==> src/rtl/uart_listener_pkg.sv <==
// Shared types and helpers for the UART listener: FSM state enums and baud divisor.
package uart_listener_pkg;

  localparam int unsigned DATA_BITS  = 8;
  localparam int unsigned FRAME_BITS = 10;

  typedef enum logic [1:0] {
    RX_IDLE,
    RX_START,
    RX_DATA,
    RX_STOP
  } rx_state_t;

  typedef enum logic [0:0] {
    TX_IDLE,
    TX_BUSY
  } tx_state_t;

  function automatic int unsigned baud_div(input int unsigned clk_hz, input int unsigned baud);
    return clk_hz / baud;
  endfunction

endpackage

==> src/rtl/uart_listener_if.sv <==
// Serial line and debug strobes of the UART listener; master is the listener side.
interface uart_listener_if;
  import uart_listener_pkg::*;

  logic                 rx;
  logic                 tx;
  logic [DATA_BITS-1:0] data;
  logic                 valid;
  logic                 ferr;
  logic                 ovr;

  modport master (input rx, output tx, data, valid, ferr, ovr);
  modport slave  (output rx, input tx, data, valid, ferr, ovr);

endinterface

==> src/rtl/uart_listener_tx.sv <==
// 8N1 transmitter for the echo path: one baud counter, 10-bit frame shifter, drop strobe.
module uart_listener_tx
  import uart_listener_pkg::*;
#(
  parameter int unsigned DIV = 104
) (
  input  logic                 clk,
  input  logic                 rst_n,
  input  logic                 start,
  input  logic [DATA_BITS-1:0] data,
  output logic                 tx,
  output logic                 ovr
);

  localparam int unsigned CNT_W = $clog2(DIV);

  tx_state_t        state;
  logic [CNT_W-1:0] cnt;
  logic [3:0]       bit_idx;
  logic [9:0]       shifter;
  logic             last_c;
  logic             ready_c;

  // The final cycle of the stop bit counts as free so a back-to-back byte is not dropped.
  assign last_c  = (state == TX_BUSY) && (cnt == CNT_W'(DIV - 1)) &&
                   (bit_idx == 4'(FRAME_BITS - 1));
  assign ready_c = (state == TX_IDLE) || last_c;

  // tx always mirrors shifter[0]; the shifter refills with idle ones from the top.
  always_ff @(posedge clk or negedge rst_n) begin
    if (!rst_n) begin
      state   <= TX_IDLE;
      cnt     <= '0;
      bit_idx <= '0;
      shifter <= '1;
      tx      <= 1'b1;
      ovr     <= 1'b0;
    end else begin
      ovr <= start && !ready_c;
      if (start && ready_c) begin
        state   <= TX_BUSY;
        cnt     <= '0;
        bit_idx <= '0;
        shifter <= {1'b1, data, 1'b0};
        tx      <= 1'b0;
      end else if (state == TX_BUSY) begin
        if (cnt == CNT_W'(DIV - 1)) begin
          cnt <= '0;
          if (bit_idx == 4'(FRAME_BITS - 1)) begin
            state <= TX_IDLE;
            tx    <= 1'b1;
          end else begin
            bit_idx <= bit_idx + 4'd1;
            shifter <= {1'b1, shifter[9:1]};
            tx      <= shifter[1];
          end
        end else begin
          cnt <= cnt + CNT_W'(1);
        end
      end
    end
  end

endmodule

==> src/rtl/uart_listener.sv <==
// Simulation-side UART peer: decodes 8N1 frames from the SoC, strobes each byte,
// optionally echoes it back and prints it to the console.
module uart_listener
  import uart_listener_pkg::*;
#(
  parameter int unsigned CLK_FREQ_HZ = 12_000_000,
  parameter int unsigned BAUD        = 115200,
  parameter bit          ECHO        = 1'b1,
  parameter bit          PRINT       = 1'b1
) (
  input logic            clk,
  input logic            rst_n,
  uart_listener_if.master bus
);

  localparam int unsigned DIV   = baud_div(CLK_FREQ_HZ, BAUD);
  localparam int unsigned HALF  = DIV / 2;
  localparam int unsigned CNT_W = $clog2(DIV);

  if (DIV < 4) begin : g_bad_div
    $fatal(1, "uart_listener: baud divisor %0d is below 4", DIV);
  end

  logic [1:0]           sync;
  logic                 rx_q;
  rx_state_t            state;
  logic [CNT_W-1:0]     cnt;
  logic [2:0]           bit_idx;
  logic [DATA_BITS-1:0] shreg;
  logic                 wait_high;
  logic [DATA_BITS-1:0] data;
  logic                 valid;
  logic                 ferr;
  logic                 tx;
  logic                 ovr;

  // Receive path: sync[1] is the synchronized line, rx_q its previous value for edge detect.
  always_ff @(posedge clk or negedge rst_n) begin
    if (!rst_n) begin
      sync      <= 2'b11;
      rx_q      <= 1'b1;
      state     <= RX_IDLE;
      cnt       <= '0;
      bit_idx   <= '0;
      shreg     <= '0;
      wait_high <= 1'b0;
      data      <= '0;
      valid     <= 1'b0;
      ferr      <= 1'b0;
    end else begin
      sync  <= {sync[0], bus.rx};
      rx_q  <= sync[1];
      valid <= 1'b0;
      ferr  <= 1'b0;
      case (state)
        RX_IDLE: begin
          if (rx_q && !sync[1]) begin
            cnt   <= '0;
            state <= RX_START;
          end
        end
        RX_START: begin
          if (cnt == CNT_W'(HALF - 1)) begin
            cnt     <= '0;
            bit_idx <= '0;
            state   <= sync[1] ? RX_IDLE : RX_DATA;
          end else begin
            cnt <= cnt + CNT_W'(1);
          end
        end
        RX_DATA: begin
          if (cnt == CNT_W'(DIV - 1)) begin
            cnt     <= '0;
            shreg   <= {sync[1], shreg[DATA_BITS-1:1]};
            bit_idx <= bit_idx + 3'd1;
            if (bit_idx == 3'(DATA_BITS - 1)) state <= RX_STOP;
          end else begin
            cnt <= cnt + CNT_W'(1);
          end
        end
        RX_STOP: begin
          // After a framing error, hold here until the line idles so a break is not a start.
          if (wait_high) begin
            if (sync[1]) begin
              wait_high <= 1'b0;
              state     <= RX_IDLE;
            end
          end else if (cnt == CNT_W'(DIV - 1)) begin
            cnt <= '0;
            if (sync[1]) begin
              data  <= shreg;
              valid <= 1'b1;
              state <= RX_IDLE;
            end else begin
              ferr      <= 1'b1;
              wait_high <= 1'b1;
            end
          end else begin
            cnt <= cnt + CNT_W'(1);
          end
        end
        default: state <= RX_IDLE;
      endcase
    end
  end

  uart_listener_tx #(.DIV(DIV)) u_tx (
    .clk   (clk),
    .rst_n (rst_n),
    .start (valid && ECHO),
    .data  (data),
    .tx    (tx),
    .ovr   (ovr)
  );

  assign bus.tx    = tx;
  assign bus.data  = data;
  assign bus.valid = valid;
  assign bus.ferr  = ferr;
  assign bus.ovr   = ovr;

`ifndef SYNTHESIS
  always @(posedge clk) begin
    if (PRINT && rst_n && valid) $write("%c", data);
  end
`endif

endmodule

==> src/flat_wrapper.sv <==
// flat-port wrapper written by rule: the top's interface ports become plain ports
module uart_listener_flat import uart_listener_pkg::*;
#(
  parameter int unsigned CLK_FREQ_HZ = 12_000_000,
  parameter int unsigned BAUD        = 115200,
  parameter bit          ECHO        = 1'b1,
  parameter bit          PRINT       = 1'b1
)
  (clk, rst_n, bus_rx, bus_tx, bus_data, bus_valid, bus_ferr, bus_ovr);
  uart_listener_if bus_i ();
  input logic clk;
  input logic rst_n;
  input wire logic [$bits(bus_i.rx)-1:0] bus_rx;
  output wire logic [$bits(bus_i.tx)-1:0] bus_tx;
  output wire logic [$bits(bus_i.data)-1:0] bus_data;
  output wire logic [$bits(bus_i.valid)-1:0] bus_valid;
  output wire logic [$bits(bus_i.ferr)-1:0] bus_ferr;
  output wire logic [$bits(bus_i.ovr)-1:0] bus_ovr;
  assign bus_i.rx = bus_rx;
  assign bus_tx = bus_i.tx;
  assign bus_data = bus_i.data;
  assign bus_valid = bus_i.valid;
  assign bus_ferr = bus_i.ferr;
  assign bus_ovr = bus_i.ovr;
  uart_listener #(.CLK_FREQ_HZ(CLK_FREQ_HZ), .BAUD(BAUD), .ECHO(ECHO), .PRINT(PRINT)) u_core (.clk(clk), .rst_n(rst_n), .bus(bus_i));
endmodule
==> config.mk <==
export PLATFORM = sky130hd
export DESIGN_NAME = uart_listener_flat
export DESIGN_NICKNAME = d
export VERILOG_FILES = /design/src/rtl/uart_listener_pkg.sv /design/src/rtl/uart_listener_if.sv /design/src/rtl/uart_listener_tx.sv /design/src/rtl/uart_listener.sv /design/src/flat_wrapper.sv
export SDC_FILE = /design/constraint.sdc
export NUM_CORES = 1
export LEC_CHECK = 0
export BUFFER_PORTS_ARGS = -buffer_cell sky130_fd_sc_hd__buf_2
export CAP_MARGIN = 20
export CORE_MARGIN = 2
export CORE_UTILIZATION = 26
export CTS_CLUSTER_SIZE = 40
export DETAILED_ROUTE_END_ITERATION = 8
export GPL_ROUTABILITY_DRIVEN = 0
export PLACE_DENSITY = 0.5
export SLEW_MARGIN = 0
export SYNTH_ARGS = -nofsm -noshare
export SYNTH_HDL_FRONTEND = slang
export SYNTH_SLANG_ARGS = --single-unit
==> constraint.sdc <==
create_clock -name clk -period 3.6 [get_ports clk]
set_clock_uncertainty 0.05 [all_clocks]
set_input_delay 0.36 -clock clk [delete_from_list [all_inputs] [get_ports clk]]
set_output_delay 0.36 -clock clk [all_outputs]
set_load 0.02 [all_outputs]
* Yosys cells after proc, flatten, opt, wreduce, memory -nomap -nowiden
Cells that the tools add are included.
Word-level totals: register bits after elaboration 58, output and inout port bits 12, input bits 3, word-level logic and storage cells 101
Operators by class: reductions and logical operators 19, $add $sub $neg 4, muxes and demuxes 45, equality and inequality tests 15, bitwise operators 2
Operators with widths (number):
- 2-to-1 mux 7 bit | 7
- 2-to-1 mux 10 bit | 4
- case mux 7 bit (4 select lines) | 1
- 2-to-1 mux 1 bit | 17
- 2-to-1 mux 2 bit | 8
- 2-to-1 mux 4 bit | 4
- adder 7 x 1 -> 7 bit (second input constant) | 2
- equality test 7 bit (second input constant) | 2
- inequality test 2 x 1 -> 1 bit (second input constant) | 4
- case mux 2 bit (4 select lines) | 1
- equality test 7 x 6 -> 1 bit (second input constant) | 1
- 2-to-1 mux 3 bit | 2
- case mux 3 bit (2 select lines) | 1
- AND reduction 2 bit | 3
- AND reduction 3 bit | 2
- nonzero test 2 bit | 3
- logical AND 1 bit | 5
- AND reduction 5 bit | 1
- adder 4 x 1 -> 4 bit (second input constant) | 1
- equality test 2 bit (second input constant) | 2
- equality test 4 bit (second input constant) | 1
- inequality test 2 bit (second input constant) | 2
- AND reduction 4 bit | 1
- adder 3 x 1 -> 3 bit (second input constant) | 1
- 7 further kinds | 9

* Logic depth before layout (Yosys ltp)
Gate-level depths: netlist of the first run.
depth in word-level cells 7, depth in mapped cells 6, depth with buffers taken out 6

* Modules after synthesis
A second synthesis of the first run with hierarchy kept.
Second synthesis, totals: cells, all modules 241, area total of the unflattened synthesis 2731.4 µm²
By module, submodules not included:
- uart_listener | cells each 128, area each 1579.0 µm², instances 1, seq. area each 854.6 µm²
- uart_listener_tx | cells each 113, area each 1152.4 µm², instances 1, seq. area each 561.8 µm²

* Worst setup path after synthesis of the first run
OpenSTA, ideal clock, no wires.
path kind register to register, start register u_core.state[0], end register u_core.cnt[2], path buffers 2, arrival 1.625 ns, setup slack 1.860 ns, setup time 0.065 ns, data required time 3.485 ns, stages on the path, launching flop included 7, period minus slack after synthesis 1.740 ns, cell sequence dfrtp_1 -> ha_1 -> clkbuf_1 -> a22o_1 -> clkbuf_1 -> a2111oi_0 -> a211o_1
Between the ends: longest elaborated chain between the ends 3, elaborated cells between the ends (all ways) 8
RTL lines:
- start, declared | line uart_listener.sv:26 | rx_state_t state;
- start signal, assigned | line uart_listener.sv:66 | state <= sync[1] ? RX_IDLE : RX_DATA;
- equality test 2 bit or logical NOT 2 bit (tied branches) | line uart_listener.sv:55 | case (state)
- inequality test 2 bit (no line) or inequality test 2 x 1 -> 1 bit (tied branches)
- AND reduction 2 bit (no line)
- end signal, assigned | line uart_listener.sv:68 | cnt <= cnt + CNT_W'(1);
- end signal, assigned | line uart_listener.sv:78 | cnt <= cnt + CNT_W'(1);
- end signal, assigned | line uart_listener.sv:99 | cnt <= cnt + CNT_W'(1);
- end, declared | line uart_listener.sv:27 | logic [CNT_W-1:0] cnt;
Parallel ways exist; a longest one is shown, timed or not. A chain may end at the register's enable or synchronous reset.

* Final worst setup path of the first run
start register u_core.u_tx.cnt[0], end register u_core.u_tx.shifter[1]
Between the ends: longest elaborated chain between the ends 7, elaborated cells between the ends (all ways) 10
RTL lines:
- start, declared | line uart_listener_tx.sv:18 | logic [CNT_W-1:0] cnt;
- start signal, assigned | line uart_listener_tx.sv:58 | cnt <= cnt + CNT_W'(1);
- equality test 7 bit (*) | line uart_listener_tx.sv:25, uart_listener_tx.sv:47
- logical AND 1 bit (2 in series) | line uart_listener_tx.sv:25 | assign last_c = (state == TX_BUSY) && (cnt == CNT_W'(DIV - 1)) &&
- logical OR 1 bit | line uart_listener_tx.sv:27 | assign ready_c = (state == TX_IDLE) || last_c;
- logical AND 1 bit | line uart_listener_tx.sv:40 | if (start && ready_c) begin
- inequality test 2 bit (no line) or nonzero test 2 bit (tied branches)
- AND reduction 3 bit (no line)
- end signal, assigned | line uart_listener_tx.sv:44 | shifter <= {1'b1, data, 1'b0};
- end signal, assigned | line uart_listener_tx.sv:54 | shifter <= {1'b1, shifter[9:1]};
- end, declared | line uart_listener_tx.sv:20 | logic [9:0] shifter;
Mark *: on every way between the ends. The rest lies on a longest branch, timed or not.

==> results of run 1 <==
[through the flow]
step | area [um2] | power (mW) | util
finish | 3070 | 1.42 | 0.300
global route | 3070 | 1.52 | 0.300
CTS | 3070 | 1.45 | 0.300
detailed placement | 2950 | 1.00 | 0.288
global placement | 2950 | 0.994 | 0.288
floorplan | 2710 | 0.916 | -
[registers in the layout, indices dropped and copies added, names as in the netlist, named ones only]
name / count
u_core.bus.data: 8
u_core.shreg: 8
u_core.u_tx.shifter: 8
u_core.cnt: 7
u_core.u_tx.cnt: 7
u_core.u_tx.bit_idx: 4
u_core.bit_idx: 3
u_core.sync: 2
u_core.bus.ferr: 1
u_core.bus.valid: 1
u_core.rx_q: 1
u_core.state: 1
u_core.u_tx.ovr: 1
u_core.u_tx.state: 1
u_core.u_tx.tx: 1
u_core.wait_high: 1
[report_power, final]
| group | internal (mW) | switching [mW] | total, mW |
|---|---|---|---|
| Sequential | 0.654 | 0.0247 | 0.679 |
| Combinational | 0.0952 | 0.211 | 0.306 |
| Clock | 0.228 | 0.209 | 0.437 |
| Total | 0.977 | 0.445 | 1.42 |
[worst max path at each step]
| stage | start | endpoint | slack, ns | cells past startpoint |
|---|---|---|---|---|
| 3_3_place_gp | u_core.cnt[0] | u_core.bus.data[0] | 1.62 | 5 |
| 5_1_grt | u_core.state[0] | flop | 1.43 | 5 |
| 3_5_place_dp | u_core.cnt[0] | u_core.bus.data[2] | 1.60 | 5 |
| 4_1_cts | u_core.cnt[0] | u_core.bus.data[7] | 1.59 | 5 |
| 2_1_floorplan | u_core.state[0] | u_core.cnt[2] | 1.86 | 6 |
| 6_report | u_core.u_tx.cnt[0] | u_core.u_tx.shifter[1] | 1.60 | 5 |
[kinds of logic after synthesis]
| group | count (synthesis) |
|---|---|
| AO/OA/AOI/OAI | 64 |
| XOR/XNOR | 3 |
| adder cells (fa/ha/maj) | 10 |
| buffers and inverters | 19 |
| flip-flops | 56 |
| multiplexers | 19 |
| AND/OR/NAND/NOR | 68 |
[worst register-to-register path: stages, from the launching register on]
cell	delay, ns
dfrtp_1	0.39
ha_1	0.18
and4b_1	0.27
a21oi_1	0.18
nor2_1	0.57
o221a_2	0.32
[area by class of cell]
class,instances,share of cell area
multi-input combinational,164,0.399
tap,136,0.0554
sequential,56,0.461
clock buffer,6,0.0269
inverter,14,0.0171
timing repair buffer,16,0.0277
clock inverter,2,0.0126
[routing by layer]
metal | wire, um | up-vias | GRT usage | part of all wire
li1 | - | 916 | - | -
met1 | 2720 | 917 | 0.146 | 0.52
met2 | 2260 | 26 | 0.153 | 0.43
met3 | 149 | 7 | 0.0215 | 0.029
met4 | 97 | 0 | 0.0395 | 0.019
met5 | 0 | - | 0 | 0
[placed cells by master (no fill, tap or decap), types with 3 or more instances in the layout]
cell and instances:
a22o_1 6, nand2_1 21, or2_2 9, o221a_2 7, mux2_2 18, o211ai_1 5, buf_2 14, a21oi_1 10
o2111ai_1 4, xor2_1 3, clkbuf_8 6, o21ai_0 12, nand3_1 6, ha_1 10, nor2b_1 4, or3_1 3
o22ai_1 3, inv_1 14, dfstp_2 12, nor2_1 11, dfrtp_1 44, o21a_1 4
==> metrics.cfg, run 1 <==
[run_status]
status=finished clean

[global_routing]
antenna_found_initial=0
grt_pass1_wl_um=9300
grt_max_degree=42
first_global_vias=1847
grt.total_usage=0.103
overflow=0

[yosys]
synth_simple_gate_area_frac=0.133
syn_avg_cell_area_um2=11.3
synthArstFlopShare=1.00
yosysSeqAreaShare=0.522
synth_xor_area_frac=0.00969
syn-num-nets=252
yosysWarnings=0
synth_common_cells=dfrtp_1 (44), nand2_1 (21), mux2_2 (18)
synth_flop_cell=dfrtp_1
synth.most_common_cell=dfrtp_1
synth_cells=239
post_synth_num_cell_types=43
ys_top_cells_by_area=dfrtp_1 (41%), dfstp_2 (12%), mux2_2 (7.5%)
synth_top_cell_by_area=dfrtp_1
synthesis.area_mm2=0.00271
yosysTopAreaCellShare=0.406
synth_seq_cells=56
synthAdderAreaFrac=0.0461
synth-edff-count=0
synth_top_family_by_area=compound AO/OA/AOI/OAI gates
synth-compound-area-share=0.184
synth.mux.area_fraction=0.0784

[cells_and_area]
multiInputGateArea_mm2=0.00122
drive_gt1_frac=0.298
syn2layout_area_growth_pct=13.2
final-seq-area_mm2=0.00142
antenna_cells=0
fin_nets=270
fill_cells=1064
final_cells=394

[drt]
drtIter0Drc=85
wl_um=5230
ant_nets=0
routed_via_density=4.74
dr_total_vias=1866
drtPass1Iterations=4
drt-wirelength-per-cell_um=13.3
drc_errors=0

[clock_tree]
cts_max_path_buffers=2
cts_resized=0
path_clk_slew_ns=0.10
h-tree-depth=2
hold_buffers=0
clk_latency_ns=0.31
post_cts_buffers=0
cts_buffers=5
numClockSinks=56
cts_root_buffer=clkbuf_8
cts_tree=yes

[worst_setup_path]
rr_startpoint=u_core.u_tx.cnt[0]
reg2reg_to=u_core.u_tx.shifter[1]
cp_top_family=simple AND/OR/NAND/NOR gates
rrSetupSlack_ns=1.60
cp_cell_sequence=ha_1, and4b_1, a21oi_1, nor2_1, o221a_2
cp-start-kind=flop
r2r.worst_path.cells=5
end_kind=flop
worstPathBufferInverterCount=0
cp_max_fo=9
crit_type=reg -> reg
cp.arrival_ns=2.21
slowest_delay_ns=0.57
cp.required_ns=3.81
cp_slowest_cell=nor2_1

[floorplan]
std_cell_rows=37
die_y_um=106
die-width_um=106
initial_utilization=0.265
ioPinCount=15
dieArea_mm2=0.0113
core_area_mm2=0.0102

[timing]
hold_violations=0
fmax_mhz=500
final.setup.tns_ns=0
relSlewSlack=0.358
slew_violations=0
setup_viol=0
min_period_ns=2.00
fin_crit_sh=0.555
fin_ws_ns=1.60
max_slew.worst_pin.slew_ns=0.963
rsz0062_at_grt=false
hold_ws_ns=0.0868

[placed_design]
preCtsSetupSlack_ns=1.60
portBuffers=14
dpl.hpwl_um=3650
dp.cells=386

[run]
maxCapViolations=0

[pwr]
ir_drop_mv=0.179
power.density_mw_per_mm2=463
leakagePower_nw=1.39

[min_path]
hp-start=bus_rx
holdPathEnd=u_core.sync[0]
whs_path_depth=1
hp-class=in -> reg

No activity file was read; power rests on OpenSTA's default activity.
==> run 2, diff against run 1 <==
--- a/config.mk
+++ b/config.mk
@@ -12,7 +12,7 @@
 export CTS_CLUSTER_SIZE = 40
 export DETAILED_ROUTE_END_ITERATION = 8
 export GPL_ROUTABILITY_DRIVEN = 0
-export PLACE_DENSITY = 0.5
+export PLACE_DENSITY = 0.51
 export SLEW_MARGIN = 0
 export SYNTH_ARGS = -nofsm -noshare
 export SYNTH_HDL_FRONTEND = slang
==> constraint.sdc (replaced) <==
create_clock -name clk -period 1.8 [get_ports clk]
set_clock_uncertainty 0.05 [all_clocks]
set_input_delay 0.18 -clock clk [delete_from_list [all_inputs] [get_ports clk]]
set_output_delay 0.18 -clock clk [all_outputs]
set_load 0.02 [all_outputs]
==> run 2 against run 1 <==
Sequential power up 99%. Count of clock-buffer cells in the layout down 1. Global-route usage about the same. Register-to-register slack worse by 1.5 ns. Utilization up 2.4 points. Sequential share of layout area down 3.4 points. Sequential cell count unchanged. Routed wire length up 1.5%. Die area unchanged.
==> metrics.cfg, run 2 (synthesis results as in run 1) <==
[clock_tree]
cts_buffers=5
path_clk_slew_ns=0.11
cts_tree=yes
cts_max_path_buffers=2
numClockSinks=56
cts_root_buffer=clkbuf_8
h-tree-depth=2
clk_latency_ns=0.31

[worst_setup_path]
rr_startpoint=u_core.cnt[6]
rrSetupSlack_ns=0.07
cp.arrival_ns=1.94
cp.required_ns=2.00
r2r.worst_path.cells=4
cp_cell_sequence=or3b_4, a2111oi_4, mux2_2, a22o_1
cp_max_fo=5
end_kind=flop
slowest_delay_ns=0.44
cp_slowest_cell=dfrtp_1
crit_type=reg -> reg
reg2reg_to=u_core.bit_idx[0]
cp-start-kind=flop

[timing]
relSlewSlack=0.743
slew_violations=0
max_slew.worst_pin.slew_ns=0.376
fmax_mhz=578
hold_ws_ns=0.313
final.setup.tns_ns=0
fin_ws_ns=0.0697
rsz0062_at_grt=true
fin_crit_sh=0.961
setup_viol=0
min_period_ns=1.73
hold_violations=0

[pwr]
p_seq_frac=0.460
swShare=0.337
p_int_mw=1.95
ir_drop_mv=0.361
comb_power_share=0.287
pwr-share-clk=0.253
leakagePower_nw=1.55
power.density_mw_per_mm2=887
power_switching_mw=0.990

[placed_design]
dp.cells=404
dpl.hpwl_um=3800
preCtsSetupSlack_ns=-0.104
portBuffers=14

[drt]
routed_via_density=4.69
drtIter0Drc=71
drt-wirelength-per-cell_um=12.7
wl_um=5310
dr_total_vias=1966
drc_errors=0
drtPass1Iterations=4
ant_nets=0

[floorplan]
ioPinCount=15
core_area_mm2=0.0102
initial_utilization=0.265
die-width_um=106
std_cell_rows=37
dieArea_mm2=0.0113
die_y_um=106

[global_routing]
overflow=0
grt_max_degree=38
grt.total_usage=0.102
antenna_found_initial=0
grt_pass1_wl_um=9430
first_global_vias=2008

[min_path]
holdPathEnd=u_core.sync[1]
hp-start=u_core.sync[0]
whs_path_depth=0
hp-class=reg -> reg

[cells_and_area]
antenna_cells=0
fin_nets=295
final-seq-area_mm2=0.00142
multiInputGateArea_mm2=0.00129
syn2layout_area_growth_pct=22.2
drive_gt1_frac=0.389
fill_cells=1074
final_common_cell=dfrtp_1
largestRegisters=u_core.bus.data x8, u_core.shreg x8, u_core.u_tx.shifter x8
final_cells=419
most-common-layout-cells=dfrtp_1 (44), buf_4 (24), nand2_1 (19)

[run]
maxCapViolations=0

[run_status]
status=finished clean

run 2: changes by cell type in the layout (fill, tap and decap cells not counted), moves of 2 or more:
cell           previous run  this run
nand2_2                   0         2
ha_4                      0         2
inv_1                    14        12
ha_1                     10         7
inv_6                     0         2
nand2_1                  21        19
inv_2                     0         2
buf_4                     2        24
dlygate4sd3_1             0         2
run 2: worst max path at each step:
| stage | start | end | slack, ns | depth (start not counted) |
|---|---|---|---|---|
| floorplan | u_core.state[0] | u_core.cnt[2] | 0.06 | 6 |
| global placement | u_core.state[0] | flop | 0.007 | 5 |
| detailed placement | u_core.state[0] | flop | -0.10 | 5 |
| CTS | u_core.u_tx.cnt[1] | u_core.u_tx.shifter[2] | 0.02 | 5 |
| global route | u_core.bit_idx[0] | flop | -0.06 | 6 |
| finish | u_core.cnt[6] | u_core.bit_idx[0] | 0.07 | 4 |
run 2: area by class of cell:
cell class	count	share of cell area
Clock buffer	5	0.0208
Clock inverter	3	0.00869
Inverter	14	0.0159
Multi-Input combinational cell	164	0.388
Sequential cell	56	0.427
Tap cell	136	0.0514
Timing Repair Buffer	41	0.0876
run 2: power by group through the flow:
stage	logic [mW]	clock network, mW	registers, mW
final	0.843	0.742	1.35
after CTS	0.766	0.781	1.35
after floorplan	0.463	0	1.37
after global routing	0.935	0.836	1.36
after global placement	0.706	0	1.37
after detailed placement	0.710	0	1.37
run 2: stage by stage:
step                power (mW)  cell area (um2)  utilization
CTS                       2.90             3230        0.316
finish                    2.94             3310        0.324
floorplan                 1.83             2710            -
detailed placement        2.08             3100        0.303
global placement          2.07             3100        0.303
global route              3.13             3310        0.324
run 2: critical path: cells and delay by family, from the launching register on:
| family | cells | cell delay (ns) |
|---|---|---|
| muxes | 1 | 0.22 |
| DFF | 1 | 0.44 |
| and+or+nand+nor | 1 | 0.43 |
| AOI/OAI and AO/OA | 2 | 0.54 |
run 2: repair_timing:
item                                    in CTS  in global routing
hold buffers                                 2                  0
pin swaps                                    1                  3
buffers inserted                             1                  4
hold endpoints to repair                    45                  0
endpoints found under the setup margin       1                 33
resized for setup                            3                 12
run 2: routing by layer:
| metal | GRT usage | up-vias | wire (um) |
|---|---|---|---|
| li1 | - | 973 | - |
| met1 | 0.139 | 973 | 2700 |
| met2 | 0.162 | 15 | 2420 |
| met3 | 0.0251 | 5 | 132 |
| met4 | 0.0310 | 0 | 55 |
| met5 | 0 | - | 0 |
==> run 3, diff against run 2 <==
--- a/config.mk
+++ b/config.mk
@@ -5,6 +5,7 @@
 export SDC_FILE = /design/constraint.sdc
 export NUM_CORES = 1
 export LEC_CHECK = 0
+export ABC_AREA = 1
 export BUFFER_PORTS_ARGS = -buffer_cell sky130_fd_sc_hd__buf_2
 export CAP_MARGIN = 20
 export CORE_MARGIN = 2
@@ -13,7 +14,6 @@
 export DETAILED_ROUTE_END_ITERATION = 8
 export GPL_ROUTABILITY_DRIVEN = 0
 export PLACE_DENSITY = 0.51
-export SLEW_MARGIN = 0
 export SYNTH_ARGS = -nofsm -noshare
 export SYNTH_HDL_FRONTEND = slang
 export SYNTH_SLANG_ARGS = --single-unit
==> run 3 against run 2 <==
Final cell count up 20%. Hold slack got worse by 0.0071 ns. Sequential cell count unchanged. Sequential share of layout area fell by 1.0 points. Via count increased by 10%. Sequential power barely moved. Highest routed layer unchanged.
==> metrics.cfg, run 3 <==
[cells_and_area]
final-seq-area_mm2=0.00142
syn2layout_area_growth_pct=15.8
final_util=0.310
finalInstanceArea_mm2=0.00339
final_common_cell=nand2_1
most-common-layout-cells=nand2_1 (104), dfrtp_1 (44), inv_1 (35)
fill_cells=1168
largestRegisters=u_core.bus.data x8, u_core.shreg x8, u_core.u_tx.shifter x8
final_cells=502
drive_gt1_frac=0.240
antenna_cells=0
fin_nets=374
multiInputGateArea_mm2=0.00134

[pwr]
ir_drop_mv=0.361
power.total_mw=3.00
power.density_mw_per_mm2=885
leakagePower_nw=1.69

[clock_tree]
h-tree-depth=2
cts_buffers=5
clk_latency_ns=0.30
path_clk_slew_ns=0.07
numClockSinks=56
cts_max_path_buffers=2
cts_tree=yes
cts_root_buffer=clkbuf_16

[floorplan]
initial_utilization=0.268
core_area_mm2=0.0109
std_cell_rows=38
die_y_um=110
dieArea_mm2=0.0121
die-width_um=110
ioPinCount=15

[placed_design]
dpl.hpwl_um=4160
postPlaceCellArea_mm2=0.00317
preCtsSetupSlack_ns=0.0594
dp.cells=488
portBuffers=14

[drt]
routed_via_density=4.32
wl_um=5770
dr_total_vias=2168
drc_errors=0
ant_nets=0
drtPass1Iterations=4
drt-wirelength-per-cell_um=11.5
drtIter0Drc=155

[timing]
slew_violations=0
fin_ws_ns=0.152
hold_violations=0
min_period_ns=1.65
fmax_mhz=607
relSlewSlack=0.590
max_slew.worst_pin.slew_ns=0.615
final.setup.tns_ns=0
hold_ws_ns=0.306
setup_viol=0
fin_crit_sh=0.915

[global_routing]
first_global_vias=2155
grt_pass1_wl_um=9940
antenna_found_initial=0
overflow=0
grt_max_degree=25
grt.total_usage=0.106

[worst_setup_path]
reg2reg_to=u_core.bus.data[7]
crit_type=reg -> reg
cp-start-kind=flop
worstPathBufferInverterCount=2
cp.required_ns=1.98
rr_startpoint=u_core.state[0]
startpoint=u_core.state[0]
cpMostUsedCell=inv_1
slowest_delay_ns=0.43
cp_top_family=simple AND/OR/NAND/NOR gates
r2r.worst_path.cells=7
end_kind=flop
cp_cell_sequence=ha_1, inv_1, nor2_2, inv_1, nor3_4, nand2_1, o21ai_1
cp_slowest_cell=dfrtp_1
rrSetupSlack_ns=0.15
cp.arrival_ns=1.83
cp_max_fo=6

[yosys]
synth-compound-area-share=0.0842
synthAdderAreaFrac=0.0427
ys_top_cells_by_area=dfrtp_1 (38%), nand2_1 (14%), dfstp_2 (11%)
synth_seq_cells=56
syn-num-nets=351
yosysWarnings=0
synth.mux.area_fraction=0
synth_top_family_by_area=simple AND/OR/NAND/NOR gates
synth_simple_gate_area_frac=0.305
yosysTopAreaCellShare=0.376
yosysSeqAreaShare=0.484
synth_common_cells=nand2_1 (106), dfrtp_1 (44), inv_1 (35)
post_synth_num_cell_types=36
synth_top_cell_by_area=dfrtp_1
synthArstFlopShare=1.00
synth_cells=338
synth_flop_cell=dfrtp_1
synth_xor_area_frac=0.0150
synth.most_common_cell=nand2_1
synth-edff-count=0
synthesis.area_mm2=0.00293
syn_avg_cell_area_um2=8.67

[min_path]
whs_path_depth=0
hp-class=reg -> reg
holdPathEnd=u_core.sync[1]
hp-start=u_core.sync[0]

[run]
maxCapViolations=0

[run_status]
status=finished clean

-- run 3: repair_timing --
item,CTS,global route
setup buffers,0,3
resized for setup,0,6
endpoints found under the hold margin,21,0
hold buffers,2,0
endpoints found under the setup margin,0,18
-- run 3: layout make-up --
cell class / instances / area share
Clock buffer: 5 / 0.0369
Inverter: 38 / 0.0442
Tap cell: 140 / 0.0516
Timing Repair Buffer: 22 / 0.0472
Clock inverter: 3 / 0.00737
Multi-Input combinational cell: 238 / 0.395
Sequential cell: 56 / 0.417
-- run 3: metal layers --
| layer | part of all wire | global-route usage | vias up |
|---|---|---|---|
| met2 | 0.47 | 0.169 | 23 |
| met4 | 0.023 | 0.0554 | 0 |
| li1 | - | - | 1127 |
| met1 | 0.47 | 0.132 | 1009 |
| met3 | 0.035 | 0.0282 | 9 |
| met5 | 0 | 0 | - |
-- run 3: power breakdown --
| group | switching (mW) | internal [mW] | total [mW] |
|---|---|---|---|
| Combinational | 0.419 | 0.202 | 0.621 |
| Sequential | 0.0570 | 1.31 | 1.37 |
| Clock | 0.487 | 0.527 | 1.01 |
| Total | 0.963 | 2.04 | 3.00 |
-- run 3: kinds of logic (layout without fill, tap and decap cells) --
family | count (synthesis) | after routing
AND/OR/NAND/NOR | 186 | 187
AO/OA/AOI/OAI | 36 | 36
XOR/XNOR | 5 | 5
flip-flops | 56 | 56
adder cells (fa/ha/maj) | 10 | 10
buffers and inverters | 45 | 68
-- run 3: worst max-delay path by stage --
stage | end | slack [ns] | depth (start not counted)
CTS | u_core.u_tx.shifter[8] | 0.04 | 10
global route | flop | -0.008 | 10
finish | u_core.bus.data[7] | 0.15 | 7
detailed placement | u_core.u_tx.shifter[8] | 0.06 | 10
floorplan | flop | 0.26 | 11
global placement | u_core.u_tx.shifter[8] | 0.06 | 10
